$ cat config.mk
export PLATFORM = sky130hd
export DESIGN_NAME = avmm_wait_slave
export DESIGN_NICKNAME = d
export VERILOG_FILES = /design/src/rtl/avmm_pkg.sv /design/src/rtl/avmm_regfile.sv /design/src/rtl/avmm_wait_slave.sv
export SDC_FILE = /design/constraint.sdc
export NUM_CORES = 1
export LEC_CHECK = 0
export BUFFER_PORTS_ARGS = -buffer_cell sky130_fd_sc_hd__buf_2
export CELL_PAD_IN_SITES_DETAIL_PLACEMENT = 1
export CELL_PAD_IN_SITES_GLOBAL_PLACEMENT = 2
export CORE_ASPECT_RATIO = 0.75
export CORE_MARGIN = 3
export CORE_UTILIZATION = 18
export DETAILED_ROUTE_END_ITERATION = 7
export PLACE_DENSITY_LB_ADDON = 0.1
export SYNTH_ARGS = -nofsm -noshare
export SYNTH_HDL_FRONTEND = slang
export SYNTH_SLANG_ARGS = --single-unit
$ cat constraint.sdc
create_clock -name clk -period 1.9 [get_ports clk]
set_input_delay 0.095 -clock clk [delete_from_list [all_inputs] [get_ports clk]]
set_output_delay 0.095 -clock clk [all_outputs]
set_load 0.02 [all_outputs]
$ cat src/rtl/avmm_pkg.sv
// Shared constants, state encoding and sizing helpers for the Avalon-MM wait-state slave.
package avmm_pkg;

    // Avalon-MM response codes
    localparam logic [1:0] RESP_OKAY   = 2'b00;
    localparam logic [1:0] RESP_SLVERR = 2'b10;
    localparam logic [1:0] RESP_DECERR = 2'b11;

    // Handshake FSM encoding
    typedef logic [1:0] state_t;
    localparam state_t IDLE = 2'd0;
    localparam state_t WAIT = 2'd1;
    localparam state_t ACK  = 2'd2;

    // Number of byte lanes in a DW-bit word
    function automatic int byte_lanes(input int dw);
        return dw / 8;
    endfunction

    // Width of a word index into a DEPTH-entry register file
    function automatic int idx_width(input int depth);
        return (depth > 1) ? $clog2(depth) : 1;
    endfunction

endpackage

$ cat src/rtl/avmm_regfile.sv
// DEPTH x DW register storage: async clear, per-byte write strobes, combinational read.
module avmm_regfile
    import avmm_pkg::*;
#(
    parameter int DW    = 32,
    parameter int DEPTH = 16,
    parameter int IW    = idx_width(DEPTH),
    parameter int NB    = byte_lanes(DW)
) (
    input  logic          clk,
    input  logic          reset_n,
    input  logic [IW-1:0] addr,
    input  logic [NB-1:0] wr_be,
    input  logic [DW-1:0] wdata,
    output logic [DW-1:0] rdata
);

    logic [DEPTH-1:0][DW-1:0] mem;

    // One write port per byte lane; the caller only strobes lanes for in-range words
    for (genvar b = 0; b < NB; b++) begin : g_lane
        always_ff @(posedge clk or negedge reset_n) begin
            if (!reset_n) begin
                for (int w = 0; w < DEPTH; w++) mem[w][b*8 +: 8] <= '0;
            end else if (wr_be[b]) begin
                mem[addr][b*8 +: 8] <= wdata[b*8 +: 8];
            end
        end
    end

    assign rdata = mem[addr];

endmodule

$ cat src/rtl/avmm_wait_slave.sv
// Avalon-MM slave register file with programmable wait states and error responses.
module avmm_wait_slave
    import avmm_pkg::*;
#(
    parameter int AW          = 8,
    parameter int DW          = 32,
    parameter int DEPTH       = 16,
    parameter int WAIT_STATES = 2
) (
    input  logic              clk,
    input  logic              reset_n,
    input  logic [AW-1:0]     address,
    input  logic [DW/8-1:0]   byteenable,
    input  logic              read,
    input  logic              write,
    input  logic [DW-1:0]     writedata,
    output logic              waitrequest,
    output logic [DW-1:0]     readdata,
    output logic [1:0]        response
);

    localparam int            NB      = byte_lanes(DW);
    localparam int            IW      = idx_width(DEPTH);
    localparam logic [AW:0]   DEPTH_C = DEPTH[AW:0];
    localparam logic [7:0]    WS_M1   = 8'((WAIT_STATES > 0) ? WAIT_STATES - 1 : 0);

    state_t        state, state_nxt;
    logic [7:0]    cnt, cnt_nxt;
    logic          cmd, in_range, wr_ok;
    logic [NB-1:0] wr_be;
    logic [DW-1:0] rf_rdata;

    assign cmd      = read | write;
    assign in_range = {1'b0, address} < DEPTH_C;
    assign wr_ok    = write & ~read & in_range;
    // Address is not latched: the commit uses whatever the master holds in ACK
    assign wr_be    = (state == ACK && wr_ok) ? byteenable : '0;

    avmm_regfile #(.DW(DW), .DEPTH(DEPTH), .IW(IW), .NB(NB)) u_rf (
        .clk     (clk),
        .reset_n (reset_n),
        .addr    (address[IW-1:0]),
        .wr_be   (wr_be),
        .wdata   (writedata),
        .rdata   (rf_rdata)
    );

    // Next-state and wait counter; a dropped command in WAIT abandons the transfer
    always_comb begin
        state_nxt = state;
        cnt_nxt   = cnt;
        case (state)
            IDLE: if (cmd) begin
                if (WAIT_STATES == 0) begin
                    state_nxt = ACK;
                end else begin
                    state_nxt = WAIT;
                    cnt_nxt   = WS_M1;
                end
            end
            WAIT: begin
                if (!cmd)          state_nxt = IDLE;
                else if (cnt == 0) state_nxt = ACK;
                else               cnt_nxt   = cnt - 8'd1;
            end
            ACK:     state_nxt = IDLE;
            default: state_nxt = IDLE;
        endcase
    end

    // State and counter registers
    always_ff @(posedge clk or negedge reset_n) begin
        if (!reset_n) begin
            state <= IDLE;
            cnt   <= '0;
        end else begin
            state <= state_nxt;
            cnt   <= cnt_nxt;
        end
    end

    // Registered outputs; readdata/response are decoded on ACK entry and held until the next one
    always_ff @(posedge clk or negedge reset_n) begin
        if (!reset_n) begin
            waitrequest <= 1'b1;
            readdata    <= '0;
            response    <= RESP_OKAY;
        end else begin
            waitrequest <= (state_nxt != ACK);
            if (state_nxt == ACK) begin
                if (!in_range) begin
                    response <= RESP_DECERR;
                    readdata <= '0;
                end else if (read && write) begin
                    response <= RESP_SLVERR;
                    readdata <= '0;
                end else if (read) begin
                    response <= RESP_OKAY;
                    readdata <= rf_rdata;
                end else begin
                    response <= RESP_OKAY;
                    readdata <= '0;
                end
            end
        end
    end

endmodule

Word level (Yosys, flattened, before mapping)
Index checks and enable logic that the tools add are counted.

cells by class
  $mul = 0
  shifts and indexed selects = 0
  divide/modulo/power cells = 0
  bitwise gates (word level) = 4
  mux-type cells = 28
  $lt $le $gt $ge = 3
  reduce and logical (&&, ||, !) cells = 11
  eq/ne operators = 7
  add/subtract/negate cells = 1

operator list
  cell                                                 number
  bitwise mux 512 bit                                  4
  demux 32 bit (select 4 bit)                          4
  2-to-1 mux 32 bit                                    5
  binary-select mux 32 bit (select 4 bit)              1
  2-to-1 mux 8 bit                                     4
  2-to-1 mux 24 bit                                    1
  2-to-1 mux 16 bit                                    1
  case mux 8 bit (2 select lines)                      1
  2-to-1 mux 2 bit                                     5
  zero test 8 bit                                      1
  < comparator 8 x 5 -> 1 bit, second input constant   1
  != test 2 bit, second input constant                 4
  AND reduction 2 bit                                  4
  subtractor 8 x 1 -> 8 bit, second input constant     1
  < comparator 4 x 5 -> 1 bit, second input constant   1
  equality test 2 bit, second input constant           2
  >= comparator 4 x 1 -> 1 bit, second input constant  1
  2-to-1 mux 4 bit                                     1
  case mux 2 bit (2 select lines)                      1
  AND reduction 4 bit                                  1
  logical AND 1 bit                                    3
  AND 1 bit                                            2
  equality test 2 x 1 -> 1 bit, second input constant  1
  zero test 2 bit                                      1
  3 further kinds                                      3

word-level totals
  bits in read-only memories = 0
  bits of input ports = 48
  bits in registers = 2093
  RAM bits = 0
  output and inout port bits = 35
  bits in latches = 0
  memories kept = 0
  word-level logic and storage cells = 219

Depth between registers and ports, before layout
Gate-level depths: netlist (run 1).

  depth after elaboration = 6
  gate-level depth with buffers = 6
  depth with buffers taken out = 6

By module
From an unflattened synthesis (run 1), not the netlist that was laid out.

second synthesis, totals
  cells, all modules = 176
  area, all modules = 2148.3 um2

modules (own cells, without submodules)
  module           times used  area an instance (um2)  cells each
  avmm_wait_slave  1           1904.3                  143
  avmm_regfile     1           244.0                   33

Worst setup path after synthesis (run 1)
No wires, ideal clock.

  kind = register to register
  start = register cnt[2]
  end = register response[0]
  library setup time = 125 ps
  setup slack = 128 ps
  period minus slack after synthesis = 1772 ps
  stages on the path, launching flop included = 4
  data arrival time = 1647 ps
  required time = 1775 ps
  cells stage by stage = dfrtp_1 or4_4 nor4_4 mux2_4

between the ends
  word-level cells in the longest chain between the ends = 5

ends and longest elaborated chain
  element                          RTL line               RTL
  start: declaration               avmm_wait_slave.sv:28  logic [7:0] cnt, cnt_nxt;
  start signal: assignment         avmm_wait_slave.sv:78  cnt <= cnt_nxt;
  zero test 8 bit                  avmm_wait_slave.sv:63  else if (cnt == 0) state_nxt = ACK;
  2-to-1 mux 2 bit                 avmm_wait_slave.sv:63
  2-to-1 mux 2 bit                 avmm_wait_slave.sv:62  if (!cmd) state_nxt = IDLE;
  case mux 2 bit (2 select lines)  avmm_wait_slave.sv:52  case (state)
  net state_nxt[1]                 avmm_wait_slave.sv:27  state_t state, state_nxt;
  equality test 2 bit              avmm_wait_slave.sv:90  if (state_nxt == ACK) begin
  end signal: assignment           avmm_wait_slave.sv:92  response <= RESP_DECERR;
  end signal: assignment           avmm_wait_slave.sv:95  response <= RESP_SLVERR;
  end signal: assignment           avmm_wait_slave.sv:98  response <= RESP_OKAY;
  end: declaration                 avmm_wait_slave.sv:19  output logic [1:0] response

The timed path passes the listed nets, and every way through them passes these cells.
A chain may end at the register's enable or synchronous reset.

Worst setup path after layout (run 1)
Same ends and word-level chain as after synthesis.

==> flow_summary.ini, run 1 <==
[outcome]
status = completed

[clock_tree]
htreeDepth = 1
cts_tree = built
clk_latency_ns = 0.24
cts_made_buffers = 3
ctsRootBufferMaster = clkbuf_8
path_clk_slew_ns = 0.06
cts_buffer_depth = 2
clkSinkCount = 13

[detailed_routing]
routedWlPerCell_um = 12.0
drc = 0
drtPass1Iterations = 4
postRouteWirelength_um = 2200
via_count = 687
antenna_left = 0
drtIter0Drc = 38
via_per_inst = 3.75

[timing]
finalHoldViolCount = 0
finalMaxSlewViolations = 0
fmax_mhz = 578
finClkSkew_ns = 0.000783
final.setup.tns_ns = 0
min_period_ns = 1.73
rsz0062_at_grt = false
final.period_utilization = 0.911
setup_violations = 0

[floorplan]
core_area_mm2 = 0.00495
dieArea_mm2 = 0.00608
die_w_um = 89.0
rows = 22
initial_utilization = 0.188
die-height_um = 68.3
io-pin-count = 83

[grt]
grt_max_degree = 14
grt_pass1_vias = 705
antenna_found_initial = 0
grt_pass1_wl_um = 3660
track_usage = 0.0800
grt_overflow = 0

[setup_path]
crit_fanout = 4
worstPathRequired_ns = 2.03
cp-start-kind = flip-flop
cp-end-kind = flip-flop
cp_slowest_cell = or4_4
worstPathArrival_ns = 1.86
crit_type = flip-flop to flip-flop
cpPeakStageDelay_ns = 0.58
path_cells = or4_4 > nor4_4 > mux2_4

[pwr]
vdd_ir_drop_max_mv = 0.258
power_leakage_nw = 0.496
p_clk_frac = 0.173
power_density_mw_per_mm2 = 1400
power_frac_seq = 0.318
combinationalPowerShare = 0.509
power_switching_mw = 0.639
internal-power_mw = 0.836
switching_share = 0.433

[logic_synthesis]
yosysWarningCount = 1024
synth_area_um2 = 931
synth.distinct_cells = 28
synth_enable_flop_cells = 0
ys_seq_area_frac = 0.351
ys_seq_elements = 13
async_flop_share = 1.00
synth_flop_cell = dfrtp_1
avgSynthCellArea_um2 = 9.22
syn_inst = 101

[min_path]
hold_class = primary input to flip-flop

[cells_and_area]
nets = 174
post-route-util = 0.212
layout-drive-gt1-share = 0.228
antenna_cells = 0
syn_to_final_growth_pct = 12.9
fillers = 601

[placement]
gp_congestion = 0.719
dp_hpwl_um = 1720
port_buffers = 10

[flow_run]
maxCapViolations = 0
==> per-layer routing <==
layer	GRT usage	wire length, um	share of wire	vias up
met4	0.0223	28	0.013	0
met2	0.131	1010	0.46	23
met5	0	0	0	-
li1	-	-	-	329
met1	0.104	1040	0.47	333
met3	0.0217	116	0.053	2
==> power groups by stage <==
stage | Combinational [mW] | Sequential, mW | Clock, mW
2_1_floorplan | 0.503 | 0.490 | 0
3_3_place_gp | 0.756 | 0.473 | 0
3_5_place_dp | 0.746 | 0.473 | 0
4_1_cts | 0.756 | 0.470 | 0.266
5_1_grt | 0.852 | 0.484 | 0.282
6_report | 0.751 | 0.469 | 0.255
==> cell type report <==
cell class / count / area (um^2) / area share
multi-input combinational: 80 / 454 / 0.432
timing repair buffer: 20 / 128 / 0.121
clock buffer: 4 / 45.0 / 0.0429
tap: 60 / 75.1 / 0.0714
inverter: 6 / 22.5 / 0.0214
sequential: 13 / 327 / 0.311
==> final timing paths <==
kind	from	end	slack (ns)	cells past startpoint
hold / removal	write	response[1]	0.17	3
hold reg to reg	response[0]	response[0]	0.50	1
setup reg to reg	cnt[2]	response[0]	0.17	3
max in group asynchronous	reset_n	waitrequest	1.34	2
min in group asynchronous	reset_n	cnt[7]	0.27	2
setup / recovery	cnt[2]	response[0]	0.17	3
==> cell usage in the layout (no fill, tap or decap), types with 2 or more instances in the layout <==
cell,instances
a22o_1,2
a31oi_1,5
buf_2,10
buf_4,9
clkbuf_8,3
conb_1,32
dfrtp_1,12
ha_1,2
inv_1,6
mux2i_1,2
nand2_1,6
nor2_1,7
nor3_1,2
o21ai_0,5
o41ai_1,4
==> repair_timing <==
action                    4_1_cts  5_1_grt
hold endpoints to repair       12        0
hold buffers                    1        0
gates resized for setup         0        0
buffers inserted                0        0
==> flip-flops by register name, summed over array words and instances (netlist names) <==
signal / count
waitrequest: 1
cnt: 8
response: 2
state: 2
==> metrics by stage <==
step	area, um^2	total power, mW	hold slack (ns)	setup slack [ns]	cells
after detailed placement	996	1.22	0.0215	0.150	178
final	1050	1.47	0.166	0.169	183
after CTS	1050	1.49	0.170	0.134	183
after global placement	996	1.23	0.0206	0.129	178
after floorplan	1050	0.993	-0.201	0.128	132
after global routing	1050	1.62	0.187	0.0919	183
==> critical path: cells and delay by family, from the launching register on <==
| kind | cells | cell delay (ns) |
|---|---|---|
| flops | 1 | 0.38 |
| mux | 1 | 0.33 |
| simple gates | 2 | 0.91 |
==> cell families (layout without fill, tap and decap cells) <==
kind of cell,after synthesis,after routing,synth area share
simple gates,21,21,0.126
other cells,1,32,0.00403
buf+inv,39,30,0.286
flops,13,13,0.351
fa+ha+maj,2,2,0.0269
mux,3,3,0.0376
compound gates,22,22,0.168
==> Yosys cell counts (all sizes together), types with 2 or more instances <==
master | instances | area (um^2)
a22o | 2 | 17.5
a31oi | 5 | 31.3
buf | 32 | 240
dfrtp | 12 | 300
ha | 2 | 25.0
inv | 6 | 22.5
mux2i | 2 | 20.0
nand2 | 6 | 22.5
nor2 | 7 | 26.3
nor3 | 2 | 10.0
o21ai | 5 | 25.0
o41ai | 4 | 35.0
or4 | 2 | 18.8
Note: power is estimated with default switching activity, not from simulation.
==> run 2, diff against run 1 <==
--- a/config.mk
+++ b/config.mk
@@ -16,3 +16,4 @@
 export SYNTH_ARGS = -nofsm -noshare
 export SYNTH_HDL_FRONTEND = slang
 export SYNTH_SLANG_ARGS = --single-unit
+export TNS_END_PERCENT = 5
==> constraint.sdc (replaced) <==
create_clock -name clk -period 1.9 [get_ports clk]
set_input_delay 0.19 -clock clk [delete_from_list [all_inputs] [get_ports clk]]
set_output_delay 0.19 -clock clk [all_outputs]
set_load 0.02 [all_outputs]
==> flow_summary.ini, run 2 (same netlist as run 1, synthesis figures left out) <==
[outcome]
status = completed

[clock_tree]
path_clk_slew_ns = 0.06
cts_tree = built
clk_latency_ns = 0.25
postCtsSetupRepairBufs = 0
ctsRootBufferMaster = clkbuf_8
htreeDepth = 1
cts_resized = 0
cts_made_buffers = 3
cts_buffer_depth = 2
clkSinkCount = 13
cts_hold_buf = 1

[cells_and_area]
largest_register = cnt
syn_to_final_growth_pct = 13.7
nets = 175
final_common_cell = conb_1
final_cell_mix = conb_1 (32), dfrtp_1 (12), buf_2 (10), buf_4 (10), nor2_1 (7)
layout-drive-gt1-share = 0.234
reg.largest.list = cnt: 8 flops, response: 2 flops, state: 2 flops
largest_register_ffs = 8
antenna_cells = 0
fin_cells = 184
post-route-util = 0.214

[timing]
min_period_ns = 1.75
holdWs_ns = 0.267
finClkSkew_ns = 0.00503
finalMaxSlewViolations = 0
final.setup.tns_ns = 0
finalHoldViolCount = 0
final.period_utilization = 0.921
rsz0062_at_grt = false
fmax_mhz = 572
setup_violations = 0

[min_path]
hold_class = primary input to flip-flop
hp-start = write
holdPathStages = 3
holdPathEnd = response[1]

[detailed_routing]
drc = 0
routedWlPerCell_um = 12.1
antenna_left = 0
drtPass1Iterations = 3
via_per_inst = 3.70
drtIter0Drc = 22
via_count = 680
postRouteWirelength_um = 2220

[setup_path]
ff2ff_setup_slack_ns = 0.15
cp-start-kind = flip-flop
worstPathArrival_ns = 1.88
path_cells = or4_4 > nor4_4 > mux2_4
cp_slowest_cell = or4_4
worstPathRequired_ns = 2.03
crit_fanout = 4
cp-end-kind = flip-flop
cpPeakStageDelay_ns = 0.58
crit_type = flip-flop to flip-flop
reg2reg_depth = 3
r2r-end = response[0]
r2r-start = cnt[2]

[pwr]
internal-power_mw = 0.844
vdd_ir_drop_max_mv = 0.236
power_mw = 1.49
combinationalPowerShare = 0.511
power_frac_seq = 0.317
power_switching_mw = 0.641
power_leakage_nw = 0.500
power_density_mw_per_mm2 = 1400
p_clk_frac = 0.172
switching_share = 0.432

[grt]
grt_max_degree = 14
antenna_found_initial = 0
track_usage = 0.0800
grt_overflow = 0
grt_pass1_vias = 722
grt_pass1_wl_um = 3650

[placement]
dp_hpwl_um = 1760
port_buffers = 10
gp_congestion = 0.725
dp.cells = 179

[floorplan]
rows = 22
die_w_um = 89.0
core_area_mm2 = 0.00495
initial_utilization = 0.188
io-pin-count = 83
die-height_um = 68.3
dieArea_mm2 = 0.00608

[flow_run]
maxCapViolations = 0
run 2: cell count changes in the layout (fill, tap and decap cells not counted):
cell,previous run,this run
buf_4,9,10
run 2: power groups by stage:
stage | Combinational, mW | Clock (mW) | Sequential (mW)
6_report | 0.759 | 0.255 | 0.471
5_1_grt | 0.862 | 0.280 | 0.487
4_1_cts | 0.769 | 0.270 | 0.473
3_5_place_dp | 0.765 | 0 | 0.476
3_3_place_gp | 0.766 | 0 | 0.474
2_1_floorplan | 0.503 | 0 | 0.490
run 2: worst max path at each step:
stage | from | end | slack, ns
after floorplan | cnt[2] | response[0] | 0.13
after global placement | cnt[2] | response[0] | 0.13
after detailed placement | cnt[2] | response[0] | 0.15
after CTS | cnt[2] | response[0] | 0.12
after global routing | cnt[2] | response[1] | 0.07
final | cnt[2] | response[0] | 0.15
run 2: critical path, delay by kind of cell (launching register included):
family | cells | cell delay [ns]
flops | 1 | 0.38
simple gates | 2 | 0.91
mux | 1 | 0.33
run 2: per-stage QoR:
stage          setup slack (ns)  instance area, um^2
5_1_grt                  0.0689                 1060
2_1_floorplan             0.128                 1050
4_1_cts                   0.120                 1060
3_5_place_dp              0.152                 1000
6_report                  0.150                 1060
3_3_place_gp              0.128                 1000
run 2: metal layers:
metal,track usage,vias to the layer above,share of wire
met5,0,-,0
met4,0.0279,0,0.0063
met3,0.0217,2,0.054
met2,0.121,23,0.44
met1,0.109,323,0.50
li1,-,332,-
run 2: layout make-up:
type,instances,area [um^2]
fillers,585,3900
clock buffers,4,45.0
inverters,6,22.5
multi-input cells,80,454
repair buffers,21,135
flip-flops and latches,13,327
well taps,60,75.1
==> run 3, diff against run 2 <==
--- a/config.mk
+++ b/config.mk
@@ -12,7 +12,9 @@
 export CORE_MARGIN = 3
 export CORE_UTILIZATION = 18
 export DETAILED_ROUTE_END_ITERATION = 7
+export HOLD_SLACK_MARGIN = 0.12
 export PLACE_DENSITY_LB_ADDON = 0.1
+export REMOVE_ABC_BUFFERS = 1
 export SYNTH_ARGS = -nofsm -noshare
 export SYNTH_HDL_FRONTEND = slang
 export SYNTH_SLANG_ARGS = --single-unit
==> flow_summary.ini, run 3 (same netlist as run 1, synthesis figures left out) <==
[cells_and_area]
nets = 171
final_common_cell = conb_1
post-route-util = 0.208
fin_cells = 180
antenna_cells = 0
final_cell_mix = conb_1 (32), dfrtp_1 (12), buf_2 (10)
largest_register = cnt
syn_to_final_growth_pct = 10.8
largest_register_ffs = 8
reg.largest.list = cnt: 8 flops, response: 2 flops, state: 2 flops
layout-drive-gt1-share = 0.217

[floorplan]
initial_utilization = 0.188
dieArea_mm2 = 0.00608
rows = 22
die-height_um = 68.3
io-pin-count = 83
core_area_mm2 = 0.00495
die_w_um = 89.0

[timing]
final.period_utilization = 0.933
holdWs_ns = 0.283
slew-limit-headroom = 0.258
finClkSkew_ns = 0.00499
setup_violations = 0
finalMaxSlewViolations = 0
rsz0062_at_grt = false
finalHoldViolCount = 0
fmax_mhz = 564
min_period_ns = 1.77
worstMarginPinSlew_ns = 1.11

[placement]
port_buffers = 10
dp.cells = 175
dp_hpwl_um = 1620
gp_congestion = 0.707

[grt]
grt_pass1_wl_um = 3230
grt_pass1_vias = 666
grt_overflow = 0
antenna_found_initial = 0
track_usage = 0.0724
grt_max_degree = 14

[setup_path]
cp-start-kind = flip-flop
cp-end-kind = flip-flop
worstPathArrival_ns = 1.93
crit_fanout = 5
crit_type = flip-flop to flip-flop
worstPathRequired_ns = 2.06

[pwr]
power_leakage_nw = 0.481
power_density_mw_per_mm2 = 1410
vdd_ir_drop_max_mv = 0.427

[detailed_routing]
drc = 0
drtPass1Iterations = 4
route.met3.wl_um = 108
antenna_left = 0
top_layer_used = met4
met2_length_um = 956
drtIter0Drc = 25
via_per_inst = 3.83
routedWlPerCell_um = 11.7
via_count = 690
wl_met1_um = 1030
postRouteWirelength_um = 2110

[clock_tree]
htreeDepth = 1
clk_latency_ns = 0.24
clkSinkCount = 13
path_clk_slew_ns = 0.06
cts_buffer_depth = 2
cts_made_buffers = 3
ctsRootBufferMaster = clkbuf_8
cts_tree = built

[flow_run]
maxCapViolations = 0

[outcome]
status = completed

[min_path]
hold_class = primary input to flip-flop
run 3: cell count changes in the layout (fill, tap and decap cells not counted), sizes merged:
cell,change
buf,-4
run 3: worst max-delay path, cell delays in order, from the launching register on:
cell     delay [ns]
dfrtp_1        0.42
or4_4          0.57
nor4_4         0.32
buf_4          0.18
mux2i_1        0.19
run 3: final timing paths:
kind,slack [ns],cells past startpoint,startpoint,endpoint
hold reg to reg,0.52,1,response[0],response[0]
min in group asynchronous,0.38,2,reset_n,cnt[3]
hold / removal,0.28,3,write,response[1]
setup / recovery,0.13,4,cnt[3],response[1]
setup reg to reg,0.13,4,cnt[3],response[1]
max in group asynchronous,1.22,2,reset_n,waitrequest
run 3: area by class of cell:
type,instances,area (um^2)
clock buffer,4,45.0
fill,599,3920
inverter,6,22.5
multi-input combinational,80,457
sequential,13,327
tap,60,75.1
timing repair buffer,17,105
run 3: repair_timing:
item	in CTS	in global routing
buffers inserted	0	0
hold endpoints to repair	12	0
setup endpoints to repair	0	2
resized for setup	0	1
hold buffers	1	0
run 3: per-layer routing:
metal / global-route usage / vias up
met5: 0 / -
met4: 0.0223 / 0
met3: 0.0289 / 2
met2: 0.116 / 22
met1: 0.0899 / 342
li1: - / 324
run 3: metrics by stage:
stage          setup TNS (ns)  setup slack, ns  area, um^2  total power [mW]
2_1_floorplan               0            0.128         803             0.940
3_3_place_gp           -0.114          -0.0448         973              1.20
3_5_place_dp                0           0.0499         973              1.19
6_report                    0            0.127        1030              1.45
4_1_cts                     0           0.0371        1030              1.46
5_1_grt                     0           0.0349        1030              1.57
run 3: where the power goes:
part,internal (mW),switching (mW)
Combinational,0.293,0.426
Sequential,0.377,0.0980
Clock,0.148,0.108
Total,0.818,0.632
